[src/rtl/wam_pkg.sv]
`default_nettype none
// ============================================================================
// Module   : wam_pkg
// Brief    : Shared widths, board size and judge state type for whack-a-mole.
// Revision : 1.0 - initial release
// ============================================================================
package wam_pkg;

    localparam int NUM_LIGHTS = 9;
    localparam int POS_W      = 4;
    localparam int SCORE_W    = 6;
    localparam int LIVES_W    = 4;

    typedef enum logic [2:0] {
        IDLE      = 3'd0,
        WAIT_MOLE = 3'd1,
        ARMED     = 3'd2,
        WHACKED   = 3'd3,
        DONE      = 3'd4
    } hj_state_t;

    function automatic logic [SCORE_W-1:0] sat_inc(input logic [SCORE_W-1:0] v);
        return (v == {SCORE_W{1'b1}}) ? v : v + SCORE_W'(1);
    endfunction

endpackage
`default_nettype wire

[src/rtl/hit_judge_if.sv]
`default_nettype none
// ============================================================================
// Module   : hit_judge_if
// Brief    : Game control, mole/key events and score outputs of hit_judge.
// Revision : 1.0 - initial release
// ============================================================================
interface hit_judge_if;
    import wam_pkg::*;

    logic               start;
    logic               active;
    logic               use_points;
    logic               use_lives;
    logic [SCORE_W-1:0] max_hits;
    logic [LIVES_W-1:0] total_lives;
    logic               light_change;
    logic [POS_W-1:0]   light_pos;
    logic               key_down;
    logic [POS_W-1:0]   key_pressed;
    logic [SCORE_W-1:0] total_points;
    logic [LIVES_W-1:0] lives_left;
    logic [SCORE_W-1:0] window_count;
    logic               hit;
    logic               miss;
    logic               game_over;

    modport master (
        output start, active, use_points, use_lives, max_hits, total_lives,
               light_change, light_pos, key_down, key_pressed,
        input  total_points, lives_left, window_count, hit, miss, game_over
    );

    modport slave (
        input  start, active, use_points, use_lives, max_hits, total_lives,
               light_change, light_pos, key_down, key_pressed,
        output total_points, lives_left, window_count, hit, miss, game_over
    );

endinterface
`default_nettype wire

[src/rtl/hit_judge_rise_detect.sv]
`default_nettype none
// ============================================================================
// Module   : rise_detect
// Brief    : Registered rising-edge detector; rise pulses one cycle per 0->1.
// Revision : 1.0 - initial release
// ============================================================================
module rise_detect (
    input  wire logic clk,
    input  wire logic rst,
    input  wire logic d,
    output logic      rise
);

    logic r_q;
    logic r_rise;

    always_ff @(posedge clk) begin
        if (rst) begin
            r_q    <= 1'b0;
            r_rise <= 1'b0;
        end else begin
            r_q    <= d;
            r_rise <= d & ~r_q;
        end
    end

    assign rise = r_rise;

endmodule
`default_nettype wire

[src/rtl/hit_judge.sv]
`default_nettype none
// ============================================================================
// Module   : hit_judge
// Brief    : Judges hit/miss per mole window; keeps score, lives, window count.
// Revision : 1.0 - initial release
// ============================================================================
module hit_judge
    import wam_pkg::*;
(
    input  wire logic  CLOCK_50,
    input  wire logic  reset,
    hit_judge_if.slave bus
);

    hj_state_t          r_state, w_state_nxt;
    logic [SCORE_W-1:0] r_points, w_points_nxt;
    logic [SCORE_W-1:0] r_windows, w_windows_nxt;
    logic [LIVES_W-1:0] r_lives, w_lives_nxt;
    logic [POS_W-1:0]   r_mole, w_mole_nxt;
    logic               r_hit, w_hit_nxt;
    logic               r_miss, w_miss_nxt;
    logic               w_key_rise;
    logic               w_valid_lc;
    logic               w_match;
    logic               w_end;
    logic               w_in_game;

    rise_detect u_key_rise (
        .clk  (CLOCK_50),
        .rst  (reset),
        .d    (bus.key_down),
        .rise (w_key_rise)
    );

    assign w_valid_lc = bus.light_change && (bus.light_pos < POS_W'(NUM_LIGHTS));
    // Compared against the mole latched before this edge, so a key arriving
    // with the closing strobe still scores against the outgoing mole.
    assign w_match    = w_key_rise && (bus.key_pressed == r_mole);
    assign w_end      = (bus.use_points && (r_windows == bus.max_hits)) ||
                        (bus.use_lives && (r_lives == '0));
    assign w_in_game  = (r_state == WAIT_MOLE) || (r_state == ARMED) || (r_state == WHACKED);

    always_comb begin
        w_state_nxt   = r_state;
        w_points_nxt  = r_points;
        w_windows_nxt = r_windows;
        w_lives_nxt   = r_lives;
        w_mole_nxt    = r_mole;
        w_hit_nxt     = 1'b0;
        w_miss_nxt    = 1'b0;
        if (bus.start) begin
            w_points_nxt  = '0;
            w_windows_nxt = '0;
            w_lives_nxt   = bus.total_lives;
            w_state_nxt   = WAIT_MOLE;
        end else if (bus.active) begin
            case (r_state)
                WAIT_MOLE: begin
                    if (w_valid_lc) begin
                        w_mole_nxt  = bus.light_pos;
                        w_state_nxt = ARMED;
                    end
                end
                ARMED: begin
                    if (w_match) begin
                        w_points_nxt = sat_inc(r_points);
                        w_hit_nxt    = 1'b1;
                        w_state_nxt  = WHACKED;
                    end
                    if (w_valid_lc) begin
                        if (!w_match) begin
                            w_miss_nxt = 1'b1;
                            if (bus.use_lives && (r_lives != '0))
                                w_lives_nxt = r_lives - LIVES_W'(1);
                        end
                        w_windows_nxt = sat_inc(r_windows);
                        w_mole_nxt    = bus.light_pos;
                        w_state_nxt   = ARMED;
                    end
                end
                WHACKED: begin
                    if (w_valid_lc) begin
                        w_windows_nxt = sat_inc(r_windows);
                        w_mole_nxt    = bus.light_pos;
                        w_state_nxt   = ARMED;
                    end
                end
                default: ;
            endcase
            // End condition uses pre-edge counts; this cycle's events still land.
            if (w_in_game && w_end)
                w_state_nxt = DONE;
        end
    end

    always_ff @(posedge CLOCK_50) begin
        if (reset) begin
            r_state   <= IDLE;
            r_points  <= '0;
            r_windows <= '0;
            r_lives   <= '0;
            r_mole    <= '0;
            r_hit     <= 1'b0;
            r_miss    <= 1'b0;
        end else begin
            r_state   <= w_state_nxt;
            r_points  <= w_points_nxt;
            r_windows <= w_windows_nxt;
            r_lives   <= w_lives_nxt;
            r_mole    <= w_mole_nxt;
            r_hit     <= w_hit_nxt;
            r_miss    <= w_miss_nxt;
        end
    end

    assign bus.total_points = r_points;
    assign bus.window_count = r_windows;
    assign bus.lives_left   = r_lives;
    assign bus.hit          = r_hit;
    assign bus.miss         = r_miss;
    assign bus.game_over    = (r_state == DONE);

endmodule
`default_nettype wire

[src/flat_wrapper.sv]
// flat-port wrapper written by rule: the top's interface ports become plain ports
module hit_judge_flat import wam_pkg::*;
  (CLOCK_50, reset, bus_start, bus_active, bus_use_points, bus_use_lives, bus_max_hits, bus_total_lives, bus_light_change, bus_light_pos, bus_key_down, bus_key_pressed, bus_total_points, bus_lives_left, bus_window_count, bus_hit, bus_miss, bus_game_over);
  hit_judge_if bus_i ();
  input  wire logic CLOCK_50;
  input  wire logic reset;
  input wire logic [$bits(bus_i.start)-1:0] bus_start;
  input wire logic [$bits(bus_i.active)-1:0] bus_active;
  input wire logic [$bits(bus_i.use_points)-1:0] bus_use_points;
  input wire logic [$bits(bus_i.use_lives)-1:0] bus_use_lives;
  input wire logic [$bits(bus_i.max_hits)-1:0] bus_max_hits;
  input wire logic [$bits(bus_i.total_lives)-1:0] bus_total_lives;
  input wire logic [$bits(bus_i.light_change)-1:0] bus_light_change;
  input wire logic [$bits(bus_i.light_pos)-1:0] bus_light_pos;
  input wire logic [$bits(bus_i.key_down)-1:0] bus_key_down;
  input wire logic [$bits(bus_i.key_pressed)-1:0] bus_key_pressed;
  output wire logic [$bits(bus_i.total_points)-1:0] bus_total_points;
  output wire logic [$bits(bus_i.lives_left)-1:0] bus_lives_left;
  output wire logic [$bits(bus_i.window_count)-1:0] bus_window_count;
  output wire logic [$bits(bus_i.hit)-1:0] bus_hit;
  output wire logic [$bits(bus_i.miss)-1:0] bus_miss;
  output wire logic [$bits(bus_i.game_over)-1:0] bus_game_over;
  assign bus_i.start = bus_start;
  assign bus_i.active = bus_active;
  assign bus_i.use_points = bus_use_points;
  assign bus_i.use_lives = bus_use_lives;
  assign bus_i.max_hits = bus_max_hits;
  assign bus_i.total_lives = bus_total_lives;
  assign bus_i.light_change = bus_light_change;
  assign bus_i.light_pos = bus_light_pos;
  assign bus_i.key_down = bus_key_down;
  assign bus_i.key_pressed = bus_key_pressed;
  assign bus_total_points = bus_i.total_points;
  assign bus_lives_left = bus_i.lives_left;
  assign bus_window_count = bus_i.window_count;
  assign bus_hit = bus_i.hit;
  assign bus_miss = bus_i.miss;
  assign bus_game_over = bus_i.game_over;
  hit_judge u_core (.CLOCK_50(CLOCK_50), .reset(reset), .bus(bus_i));
endmodule
[config.mk]
export PLATFORM = sky130hd
export DESIGN_NAME = hit_judge_flat
export DESIGN_NICKNAME = d
export VERILOG_FILES = /design/src/rtl/wam_pkg.sv /design/src/rtl/hit_judge_if.sv /design/src/rtl/hit_judge_rise_detect.sv /design/src/rtl/hit_judge.sv /design/src/flat_wrapper.sv
export SDC_FILE = /design/constraint.sdc
export NUM_CORES = 1
export LEC_CHECK = 0
export CAP_MARGIN = 30
export CORE_ASPECT_RATIO = 1.5
export CORE_MARGIN = 4
export CORE_UTILIZATION = 45
export CTS_CLUSTER_DIAMETER = 40
export DETAILED_ROUTE_END_ITERATION = 8
export HOLD_SLACK_MARGIN = 0.05
export PLACE_DENSITY = 0.76
export SLEW_MARGIN = 20
export SYNTH_ARGS = -nofsm -noshare
export SYNTH_HDL_FRONTEND = slang
export SYNTH_SLANG_ARGS = --single-unit
[constraint.sdc]
create_clock -name CLOCK_50 -period 3.3 [get_ports CLOCK_50]
set_input_delay 0.495 -clock CLOCK_50 [delete_from_list [all_inputs] [get_ports CLOCK_50]]
set_output_delay 0.495 -clock CLOCK_50 [all_outputs]
set_load 0.005 [all_outputs]
# Word level (Yosys, flattened, before mapping)
# Index checks and enable logic that the tools add are counted.
dict set report classes {
  n_mux 15
  add_sub_neg 3
  n_bitwise 8
  n_lt_le_gt_ge 1
  reduce_logical 29
  eq_ne 13
}
# cell n
set op_table {}
lappend op_table {{4-bit 2-to-1 mux} 6}
lappend op_table {{4-bit AND reduction} 5}
lappend op_table {{6-bit by 1-bit adder with 6-bit output, second input constant} 2}
lappend op_table {{6-bit equality test, second input constant} 2}
lappend op_table {{3-bit 2-to-1 mux} 4}
lappend op_table {{2-bit nonzero test} 4}
lappend op_table {{4-bit nonzero test} 2}
lappend op_table {{1-bit inverter} 7}
lappend op_table {{3-bit by 2-bit equality test with 1-bit output, second input constant} 2}
lappend op_table {{6-bit equality test} 1}
lappend op_table {{1-bit logical AND} 6}
lappend op_table {{3-bit one-hot mux with 2 select lines} 1}
lappend op_table {{2-bit OR reduction} 3}
lappend op_table {{5-bit by 3-bit != test with 1-bit output, second input constant} 1}
lappend op_table {{5-bit AND reduction} 1}
lappend op_table {{5-bit OR reduction} 1}
lappend op_table {{4-bit equality test} 1}
lappend op_table {{4-bit logical NOT} 1}
lappend op_table {{4-bit < comparator, second input constant} 1}
lappend op_table {{1-bit 2-to-1 mux} 4}
lappend op_table {{4-bit by 1-bit != test with 1-bit output, second input constant} 1}
lappend op_table {{4-bit by 2-bit != test with 1-bit output, second input constant} 1}
lappend op_table {{4-bit OR reduction} 1}
lappend op_table {{4-bit by 1-bit subtractor with 4-bit output, second input constant} 1}
lappend op_table {{other kinds (8)} 10}
dict set report totals {
  wordCells 79
  inputBits 26
  reg_bits 27
  out_inout_bits 19
}

# Depth between registers and ports, before layout
# Gate-level depths: netlist of the first run.
dict set report logic_depth {
  word_depth 8
  mapped_depth 7
  mapped_depth_nobuf 7
}

# Cells and area by module
# From an unflattened synthesis of the first run, not the netlist that was laid out.
dict set report hier_totals {
  cells_unflattened 159
  area_unflattened_um2 1403.8
}
# mod instances area_per_inst_um2 seq_area_each_um2 cells_per_inst
set modules_own_cells {}
lappend modules_own_cells {hit_judge 1 1345.0 500.5 155}
lappend modules_own_cells {rise_detect 1 58.8 40.0 4}

# Worst setup path after synthesis of the first run
# Ideal clock, no wire load.
dict set report synth_path {
  path_kind {register -> register}
  startpoint {register u_core.r_lives[0], in the netlist u_core.bus.lives_left[0]}
  endpoint {register u_core.r_lives[3], in the netlist u_core.bus.lives_left[3]}
  period_less_slack_ns 1.794
  t_required_ns 3.197
  arrival_ns 1.690
  stages_incl_launch_ff 8
  slack_ns 1.506
  setup_ns 0.103
  path_buffers 0
  cell_sequence {dfxtp_1 > inv_1 > ha_1 > or3b_1 > and4_1 > o211a_2 > and4b_1 > a2111oi_2}
}
dict set report synth_via {
  elab_chain_len 7
  elab_cells_between_ends 11
}
# item line_no
set synth_lines {}
lappend synth_lines {{from (decl)} hit_judge.sv:18} ;# logic [LIVES_W-1:0] r_lives, w_lives_nxt;
lappend synth_lines {{from (signal assigned)} hit_judge.sv:109} ;# r_lives <= w_lives_nxt;
lappend synth_lines {{4-bit by 1-bit subtractor with 4-bit output} hit_judge.sv:74} ;# w_lives_nxt = r_lives - LIVES_W'(1);
lappend synth_lines {{4-bit 2-to-1 mux} hit_judge.sv:73} ;# if (bus.use_lives && (r_lives != '0))
lappend synth_lines {{4-bit 2-to-1 mux} hit_judge.sv:71} ;# if (!w_match) begin
lappend synth_lines {{4-bit 2-to-1 mux} hit_judge.sv:70} ;# if (w_valid_lc) begin
lappend synth_lines {{4-bit 2-to-1 mux} hit_judge.sv:57} ;# case (r_state)
lappend synth_lines {{4-bit 2-to-1 mux} hit_judge.sv:56} ;# end else if (bus.active) begin
lappend synth_lines {{4-bit 2-to-1 mux} hit_judge.sv:51} ;# if (bus.start) begin
# Several ways; a longest one is shown, not always the timed one. The select of a mux whose other input is x is not followed.
# A chain may end at the register's enable or synchronous reset.

# Worst setup path after layout of the first run
dict set report layout_path {
  startpoint {input bus_light_pos[1]}
  endpoint {register u_core.r_mole[1]}
}
dict set report layout_via {
  elab_chain_len 3
}
# item line_no
set layout_lines {}
lappend layout_lines {{from (decl)} flat_wrapper.sv:14} ;# input wire logic [$bits(bus_i.light_pos)-1:0] bus_light_pos;
lappend layout_lines {{4-bit < comparator} hit_judge.sv:35} ;# assign w_valid_lc = bus.light_change && (bus.light_pos < POS_W'(NUM_LIGHTS));
lappend layout_lines {{1-bit logical AND} hit_judge.sv:35}
lappend layout_lines {{4-bit AND reduction (no line)} -}
lappend layout_lines {{to (signal assigned)} hit_judge.sv:110} ;# r_mole <= w_mole_nxt;
lappend layout_lines {{to (decl)} hit_judge.sv:19} ;# logic [POS_W-1:0] r_mole, w_mole_nxt;
# Several ways; a longest one is shown, not always the timed one.

==> results of run 1 <==
==> sequential cells by signal (all words and copies together), names as in the netlist <==
register / cells
u_core.bus.hit: 1
u_core.bus.lives_left: 4
u_core.bus.miss: 1
u_core.bus.total_points: 6
u_core.bus.window_count: 6
u_core.r_mole: 4
u_core.r_state: 3
u_core.u_key_rise.r_q: 1
u_core.u_key_rise.rise: 1
==> layout make-up <==
| type | instances | area (um^2) | share of cell area (%) |
|---|---|---|---|
| well taps | 39 | 48.80 | 2.556 |
| clock inverters | 1 | 7.507 | 0.3932 |
| multi-input cells | 113 | 785.8 | 41.15 |
| inverters | 10 | 37.54 | 1.966 |
| flip-flops and latches | 27 | 540.5 | 28.31 |
| clock buffers | 3 | 41.29 | 2.163 |
| repair buffers | 45 | 447.9 | 23.46 |
==> routing by layer <==
metal | track usage [%] | up-vias
met4 | 9.375 | 0
li1 | - | 624
met3 | 2.348 | 4
met5 | 0 | -
met1 | 20.68 | 572
met2 | 31.65 | 42
==> power by group <==
group          internal [mW]  switching (mW)  total [mW]  leakage [nW]
combinational         0.0509          0.0355      0.0863         0.426
sequential             0.332         0.00509       0.337         0.219
clock                 0.0856           0.102       0.188        0.0217
==> kinds of logic after synthesis <==
logic type | count (synthesis) | share of synthesized area (%)
AND/OR/NAND/NOR | 63 | 24.57
flip-flops | 27 | 39.17
multiplexers | 6 | 4.443
XOR/XNOR | 21 | 13.33
AO/OA/AOI/OAI | 19 | 10.97
adder cells (fa/ha/maj) | 4 | 3.627
buffers and inverters | 14 | 3.898
==> cell usage in the layout, fill, tap and decap left out, drive strengths merged <==
cell type      netlist  final
a2111oi              3      3
a211oi               3      3
a21oi                3      3
and2                 2      2
and4                 1      1
and4b                2      2
and4bb               1      1
buf                  2      1
clkbuf               2      3
clkdlybuf4s50        0     44
clkinvlp             0      1
dfxtp               27     27
ha                   4      4
inv                 10     10
mux2                 1      1
mux2i                5      5
nand2                8      8
nand2b               1      1
nand3                7      7
nand4                2      2
nand4b               1      1
nor2                20     20
nor2b                2      2
nor3                10     10
nor3b                1      1
nor4                 2      2
o211a                1      1
o211ai               1      1
o21a                 2      2
o21ai                3      3
o22a                 1      1
o22ai                1      1
o31ai                1      1
or2                  1      1
or3b                 1      1
or4                  1      1
xnor2               20     20
xor2                 1      1
==> worst paths after layout <==
path	start	endpoint	slack [ps]	cells past startpoint
setup / recovery	bus_light_pos[1]	u_core.r_mole[1]	1170	6
hold / removal	u_core.u_key_rise.r_q	u_core.u_key_rise.rise	400	1
setup reg to reg	u_core.bus.lives_left[0]	u_core.bus.lives_left[3]	1360	7
hold reg to reg	u_core.u_key_rise.r_q	u_core.u_key_rise.rise	400	1
==> results summary, run 1 <==
The flow ran to the end, and the final reports show no timing, DRC or antenna violations. In this run, synthesis produced a sequential element count of 27. The standard cell core area came out at 0.002913 mm^2. The first detailed-routing pass took 4 iterations. Entering global routing, the biggest net connects 17 pins. The transition time at the pin with the least slew margin is 515.8 ps. The number of nets produced by synthesis is 184. The CTS tree is built. The number of instances in the synthesized netlist came out at 154. The count of cell types in the netlist came out at 41.

The summed instance area of the synthesized netlist is 0.001380 mm^2. The half-perimeter wire length after detailed placement came out at 2.610 mm. Power spread over the standard cell area amounts to 320.2 mW/mm^2. Summing the sequential cell areas from Yosys gives 39.17% of the chip area. The number of sinks handled by clock tree synthesis came out at 27. The required time of the critical path came out at 3440 ps. STA classifies the critical path endpoint as a register. Dividing the detail-routed wire length by the instance count gives 13.76 um.

The ratio of cells with drive above 1 in the final layout came out at 6.533%. The wire length of the first global-routing pass came out at 5.285 mm. The area growth from synthesis to layout is 38.35%. The worst clock skew is 3.338 ps. After floorplanning, the core was divided into 24 placement rows. Summed over all layers, the routed wires come to 3.276 mm. The number of standard cells in the layout, taps in and fillers out is 238. The worst-case clock buffer depth is 2. The routed length on met3 is 184 um. The final-layout setup total negative slack is 0 ps. The overall fraction of global-route tracks in use came out at 17.95%. The setup fix buffers added after clock tree synthesis came out at 0. Clock tree synthesis selected as its root buffer the cell clkbuf_8. The final count of hold timing violations came out at 0. After layout, the worst setup slack is 1171 ps.

The peak supply drop came out at 0.2619 mV. By area the synthesized netlist is led by dfxtp_1, xnor2_1, nor2_1. For the finished layout, the period the worst path requires is 2129 ps. The top layer used by detailed routing is met4. The timing-limited maximum frequency is 469.8 MHz.

The total placed instance area came out at 0.001861 mm^2. By instance count, the leading cell after synthesis is dfxtp_1. CTS built an H-tree with a depth of 1. The count of buffers added on input and output ports is 44. The final antenna-violating net count is 0.

In the synthesized netlist the dominant register cell turns out to be dfxtp_1. The die is 75.83 um tall. The count of vias placed by the detailed router came out at 1,242. The number of flops mapped to enable cells by yosys came out at 0. The number of gates resized after CTS was 0. The signal on the critical path passes through clkdlybuf4s50_1, o31ai_2, nand2_1, or4_1, mux2i_1, nor2_1. The fill cell total of the finished layout is 261. The clock insertion delay at the later pin of the skew report is 270 ps. The final net count is 230. The sum of internal, switching and leakage power is 0.6114 mW. With fillers left out, the area of the finished cells amounts to 0.001909 mm^2. The mean cell area of the mapped netlist is 8.962 um^2.

The width of the die came out at 53.22 um. The relative slew slack came out at 65.51%. The number of top-level pins is 45. The share of the core filled with cells came out at 65.55%. The fraction of synthesis flops using an asynchronous set or reset pin is 0%. The tool flagged a number of max-cap violations equal to 0. The leakage power is 0.6668 nW. The vias per cell is 5.218.

The worst hold margin is 395.2 ps. The number of global-route vias before repair came out at 1,190. STA classifies the critical path startpoint as an input pin.

Counting tap cells, the placed design contains a total of 234 instances. For this block, wires on met1 add up to 1.348 mm. The floorplan die area is 0.004035 mm^2. Global routing finished with a remaining overflow of 0.

The count of buffer and inverter cells on the critical path came out at 1. For this design, the slowest cell found on the critical path is or4_1. The number of antenna violations at the first check in global routing was 0. The count of hold buffers inserted by post-cts repair is 0. The count of routing violations after the opening detailed-route iteration came out at 29. The kind of cell with the highest combined delay along the critical path is simple AND/OR/NAND/NOR gates. The worst setup path is of the input pin to register kind. The Yosys step of the flow raised 0 warnings.

The pre-CTS setup slack came out at 895.6 ps. Counting the buffers created by CTS gives 3. Clock-pin slew was measured on the worst setup and hold paths at 90 ps. The synthesized design devotes to its leading area cell type 39.17% of total area.

Setup repair after global routing left no endpoint under its margin. The number of diodes is 0. The initial core utilization came out at 47.38%. The critical path's largest stage delay is 620 ps. The min-delay analysis places its worst path in the category register to register. The sum of met2 wire segment lengths after detailed routing came out at 1.683 mm. Setup violations remaining at the end of the flow were counted as 0. The number of pins exceeding their max-slew limit in the final report came out at 0.

The largest fanout on the critical path is 4. The congestion estimate from routability-driven global placement came to 0.9009. The number of DRC violations after detailed routing came out at 0. Sorting the synthesized cells by how often they occur yields dfxtp_1, nor2_1, xnor2_1, inv_1, nor3_1. The arrival time at the worst endpoint came out at 2270 ps. The synthesized design spends more area on one cell type than any other, namely dfxtp_1.

The final critical-path share of the clock period is 64.50%.
Note: power is estimated with default switching activity, not from simulation.
==> run 2, diff against run 1 <==
--- a/config.mk
+++ b/config.mk
@@ -8,11 +8,11 @@
 export CAP_MARGIN = 30
 export CORE_ASPECT_RATIO = 1.5
 export CORE_MARGIN = 4
-export CORE_UTILIZATION = 45
+export CORE_UTILIZATION = 41
 export CTS_CLUSTER_DIAMETER = 40
 export DETAILED_ROUTE_END_ITERATION = 8
 export HOLD_SLACK_MARGIN = 0.05
-export PLACE_DENSITY = 0.76
+export PLACE_DENSITY = 0.73
 export SLEW_MARGIN = 20
 export SYNTH_ARGS = -nofsm -noshare
 export SYNTH_HDL_FRONTEND = slang
==> constraint.sdc (replaced) <==
create_clock -name CLOCK_50 -period 1.7 [get_ports CLOCK_50]
set_input_delay 0.255 -clock CLOCK_50 [delete_from_list [all_inputs] [get_ports CLOCK_50]]
set_output_delay 0.255 -clock CLOCK_50 [all_outputs]
set_load 0.005 [all_outputs]
==> run 2 against run 1 <==
Final area increased by 13%. Via count increased by 7.2%. Global-route usage decreased by 1.6 points. The flow now finishes with violations (negative setup slack). Critical path type is now register to register. Combinational power increased to 2.7 times the previous value. Largest cell class unchanged.
==> results summary, run 2 (synthesized netlist as in run 1, its figures left out) <==
The flow ran to the end, but the final reports show violations. The final reports fail on negative setup slack. The count of routing violations after the opening detailed-route iteration came to 19 (-34%). The peak supply drop came out at 0.5460 mV (+110%). The largest fanout on the critical path is 6 (+2). The fill cell total of the finished layout was 279 (+6.9%). The final routed wirelength across all metal layers is 3.556 mm (+8.5%). The root cell of the clock tree is clkbuf_8. The overall fraction of global-route tracks in use is 16.40% (-1.6 points). The number of global-route vias before repair is 1,366 (+15%).

The area growth from synthesis to final layout came out at 55.76%. The worst setup path is launched from a register. The width of the die came out at 55.37 um (+4.0%).

The port buffer count is 44 (unchanged). The count of vias placed by the detailed router is 1,332 (+7.2%). The relative slew slack is 79.57% (+14 points). The routability-driven placement congestion ratio is 0.7463 (-17%). The library cell used most frequently in the layout, excluding fill and tap cells, is clkdlybuf4s50_1. The worst setup path is captured at a register. The tightest min-delay check is of the input pin to register type. The area of all placed cells without fillers is 0.002150 mm^2 (+13%). The critical path class is register to register. The post-detailed-route wirelength per cell is 13.68 um (-0.64%). The arrival time at the worst endpoint came out at 1910 ps (-360 ps). The total power density per cell area came out at 575.2 mW/mm^2 (+80%). The worst-case clock buffer depth is 2 (unchanged). The most used routing layer in global routing is met2.

The met3 track demand over resource is 3.089% (+0.74 points). The final net count came out at 251 (+9.1%). The half-perimeter wire length after detailed placement was 2.848 mm (+9.1%). The timing-limited maximum frequency came out at 569.1 MHz. The number of DRC violations after detailed routing is 0 (unchanged). The clock edge transition at the registers on the reported setup and hold paths is 90 ps (about the same). The count of hold buffers inserted by post-cts repair was 0 (unchanged). The final count of hold timing violations was 0 (unchanged). The required time of the critical path came to 1850 ps (-1590 ps).

Setup repair after global routing could not meet its margin everywhere. The transition time at the pin with the least slew margin came out at 303.6 ps (-212.1 ps). The initial core utilization is 43.25% (-4.1 points). The number of iterations in the first detailed-routing pass is 4 (unchanged). The leakage power is 0.8106 nW (+22%). The total placed instance area is 0.001999 mm^2 (+7.5%). The number of buffers added by the clock tree synthesis step is 3 (unchanged). The number of antenna violations at the first check in global routing was 0 (unchanged).

The global routing usage on met1 is 16.33% (-4.3 points). The standard cell core area came out at 0.003191 mm^2 (+9.5%). The sum of internal, switching and leakage power is 1.236 mW (+100%). The floorplan die area came out at 0.004377 mm^2 (+8.5%).

The CTS tree is built. The final-layout setup total negative slack is -208.3 ps (-208.3 ps). The final antenna-violating net count came out at 0 (unchanged). The number of sinks handled by clock tree synthesis was 27 (unchanged).

The number of pins exceeding their max-slew limit in the final report came out at 0 (unchanged). The final worst setup slack came to -57.28 ps (-1229 ps). The wire length of the first global-routing pass came out at 5.913 mm (+12%). The worst clock skew is 2.648 ps (-0.6907 ps). The remaining global-route overflow came out at 0 (unchanged). The number of diodes is 0 (unchanged). The top cell types in the final layout, fill and taps aside, are clkdlybuf4s50_1, dfxtp_1, buf_4. The final critical-path share of the clock period came out at 103.4%. The final count of negative-setup-slack endpoints is 4 (+4). The worst hold margin came out at 330.7 ps (-64.54 ps). The die extent in y was 79.06 um (+4.3%). The clock insertion delay at the later pin of the skew report was 260 ps (about the same). The floorplan row count came out at 25 (+4.2%). The number of top-level pins came out at 45 (unchanged). The met2 routing resource usage after global routing is 33.18% (+1.5 points). The H-tree level count is 1 (unchanged). The vias per cell is 5.123 (-1.8%).

The share of the core filled with cells is 67.37% (+1.8 points). The maximum number of pins on one net before global-route repair came out at 15 (-2). The final critical delay including setup and external delays is 1757 ps. The ratio of cells with drive above 1 in the final layout is 21.82% (+15 points). The reported max-cap violation count came out at 0 (unchanged).
==> run 2: power by group <==
part | switching, mW | internal (mW)
clock | 0.185 | 0.168
sequential | 0.0102 | 0.645
combinational | 0.0905 | 0.138
total | 0.286 | 0.951
==> run 2: layer usage <==
layer	wire length (um)	vias to the layer above
li1	-	664
met1	1299	634
met2	2062	32
met3	178	2
met4	15	0
met5	0	-
==> run 2: critical path: stages (launching register included) <==
cell,delay (ps)
dfxtp_2,330
inv_2,70
ha_4,130
or3b_4,380
and4_1,170
o211a_4,170
a211oi_1,310
a2111oi_2,80
==> run 2: through the flow <==
| stage | setup WS (ps) | std cells |
|---|---|---|
| final | -57.28 | 260 |
| after global routing | -115.2 | 260 |
| after CTS | -59.40 | 258 |
| after detailed placement | -415.5 | 252 |
| after global placement | -368.7 | 252 |
| after floorplan | 30.87 | 154 |
==> run 2: area by class of cell <==
type,instances,area (um^2),area share [%]
clock buffers,4,45.04,2.095
inverters,10,37.54,1.746
multi-input cells,113,855.8,39.81
flip-flops and latches,27,544.3,25.32
well taps,40,50.05,2.328
repair buffers,66,616.8,28.70
==> run 2: worst paths after layout <==
| check | from | to | slack, ps | cells after the start |
|---|---|---|---|---|
| worst max register to register | u_core.bus.lives_left[0] | u_core.bus.lives_left[2] | -60 | 7 |
| worst max-delay path | u_core.bus.lives_left[0] | u_core.bus.lives_left[2] | -60 | 7 |
| worst min register to register | u_core.u_key_rise.r_q | u_core.u_key_rise.rise | 400 | 1 |
| worst min-delay path | bus_light_pos[1] | u_core.r_mole[1] | 330 | 3 |
==> run 2: timing repair <==
item / CTS / global route
pin swaps: 5 / 7
setup buffers: 2 / 2
resized for setup: 9 / 10
setup endpoints to repair: 10 / 16
endpoints found under the hold margin: 0 / 0
==> patch (flow settings as in run 1) <==
Reset style: asynchronous (`reset` and `rst`), changed in 2 clocked blocks.
--- a/src/rtl/hit_judge_rise_detect.sv
+++ b/src/rtl/hit_judge_rise_detect.sv
@@ -16,3 +16,3 @@
 
-    always_ff @(posedge clk) begin
+    always_ff @(posedge clk or posedge rst) begin
         if (rst) begin
--- a/src/rtl/hit_judge.sv
+++ b/src/rtl/hit_judge.sv
@@ -95,3 +95,3 @@
 
-    always_ff @(posedge CLOCK_50) begin
+    always_ff @(posedge CLOCK_50 or posedge reset) begin
         if (reset) begin
Function: differs if reset is asserted again (counterexample within 4 cycles, from zero or initial values and one cycle with reset high); with reset held inactive, the same outputs for 4 cycles.
==> patch against run 1 <==
- sequential cell count unchanged
- worst setup slack better by 0.060 ns
- wire length up 2.7%
- utilization down 0.57 points
- cell count up 0.84%
- final area up 8.6%
- total power up 15%
- area after synthesis up 9.7%
- non-clock buffer count up 1
- via count up 1.7%
- register-to-register slack better by 0.25 ns
- largest cell class unchanged
- highest routed layer unchanged
==> patch: results (changes against run 1) <==
CTS
  • Post-cts resize count: 0 (unchanged)
  • Clk root buf: clkbuf_8 (unchanged)
  • Worst skew pair latency: 0.26 ns
  • Postcts setup bufs: 0 (unchanged)
  • Longest Clk Path Bufs: 2 (unchanged)
  • Clock slew at reported path FFs: 0.09 ns (about the same)
  • Cts bufs inserted: 3 (unchanged)
  • H-tree levels: 1 (unchanged)

Global routing
  • Global Route Usage Sum: 16.9% (was 18.0%)
  • Global-route wire length before repair: 5.96 mm (was 5.29 mm)
  • Met3 global-route usage: 3.09% (was 2.35%)
  • Initial antenna violation count: 0 (unchanged)
  • Grt met2 use: 32.3% (was 31.7%)
  • Vias in the first global route: 1363 (was 1190)
  • Global Route met1 Usage: 18.6% (was 20.7%)
  • Largest net degree at the start of global routing: 29 (was 17)

Synthesis
  • Top cells by area, synth: dfrtp_1, xnor2_1, mux2_4 (was dfxtp_1, xnor2_1, nor2_1)
  • Post-Synth XOR/XNOR Area: 12.7% (was 13.3%)
  • Async SR Flop Fraction: 100% (was 0%)
  • Post-synth cell types: 34 (was 41)
  • Synth cell count leaders: dfrtp_1, xnor2_1, nand2_1, nor2_1, inv_1 (was dfxtp_1, nor2_1, xnor2_1, inv_1, nor3_1)
  • Adder-Cell Fraction of Synth Area: 3.31% (was 3.63%)
  • Seq/Total Area, Yosys: 44.6% (was 39.2%)
  • Yosys warns: 0 (unchanged)
  • Cell count after synthesis: 153 (was 154)
  • Mux contribution to synthesized area: 3.97% (was 4.44%)
  • Synth Area in Compound Gates: 10.7% (was 11.0%)
  • Syn_nets: 183 (was 184)

Cells and area
  • FILL cells: 285 (was 261)
  • Nets: 231 (was 230)
  • Layout cells sized above 1: 7.50% (was 6.53%)
  • Inserted Diodes: 0 (unchanged)

Placed design
  • Placed insts: 236 (was 234)
  • Pre-CTS setup slack: 0.933 ns (was 0.896 ns)
  • Port bufs: 44 (unchanged)
  • Placed cell area: 2030 um2 (was 1860 um2)
  • Hpwl dp: 2.75 mm (was 2.61 mm)
  • Placer congestion estimate: 0.861 (was 0.901)

Setup path
  • CP Data Arrival Time: 2.23 ns (was 2.27 ns)
  • Worst-path fanout max: 8 (was 4)

Timing
  • Clk_skew: 0.00186 ns (was 0.00334 ns)
  • Tightest Pin Transition: 0.536 ns (was 0.516 ns)

Worst hold path
  • HP Class: reg -> reg (unchanged)

Route
  • WL final: 3.36 mm (was 3.28 mm)
  • Routed len/inst: 14.0 um (was 13.8 um)
  • TritonRoute pass-1 iters: 4 (unchanged)
  • Number of vias per cell: 5.26 (was 5.22)
  • 1st-iter DRT viols: 31 (was 29)

Outcome
  • Status: completed (unchanged)

Power
  • Max VDD drop: 0.318 mV (was 0.262 mV)
  • Static leakage: 0.805 nW (was 0.667 nW)

Run
  • Max-cap viol count: 0 (unchanged)
-- patch: cell count changes after synthesis, sizes merged, moves of 3 or more --
cell,delta
dfrtp,+27
dfxtp,-27
mux2,+3
mux2i,-5
nand2,+7
nor2,-5
nor3,-3
nor4,+3
o21ai,+3
-- patch: layout make-up --
cell class                 count  area, um2  share of cell area (%)
clock buffer                   4       45.0                    2.17
tap                           40       50.0                    2.41
sequential                    27        676                    32.6
inverter                      10       37.5                    1.81
multi-input combinational    113        790                    38.1
timing repair buffer          46        475                    22.9
-- patch: power by group --
part / internal, W / switching, W
logic: 0.0000855 / 0.0000604
clock network: 0.0000863 / 0.0000971
registers: 0.000352 / 0.0000200
-- patch: cell families after synthesis --
logic type	Yosys count
compound gates	21
simple gates	62
mux	4
flops	27
buf+inv	13
xor+xnor	22
fa+ha+maj	4
-- patch: final timing paths --
path	from	end	slack [ns]	cells after the start
max	bus_light_pos[2]	u_core.r_mole[3]	1.23	5
min	u_core.u_key_rise.r_q	u_core.u_key_rise.rise	0.41	1
max reg2reg	u_core.bus.lives_left[0]	u_core.bus.lives_left[2]	1.61	7
min reg2reg	u_core.u_key_rise.r_q	u_core.u_key_rise.rise	0.41	1
max in group asynchronous	reset	u_core.r_mole[3]	2.28	3
min in group asynchronous	reset	u_core.bus.total_points[5]	0.56	2
-- patch: per-layer routing --
metal  part of all wire [%]  wire length [um]
met5                      0                 0
met1                     38              1290
met2                     56              1890
met4                   0.71                24
met3                    4.9               165
-- patch: critical path: stages --
cell	delay, ns
clkdlybuf4s50_1	0.46
o31ai_4	0.37
nand3_4	0.15
or3_4	0.44
mux2_4	0.31
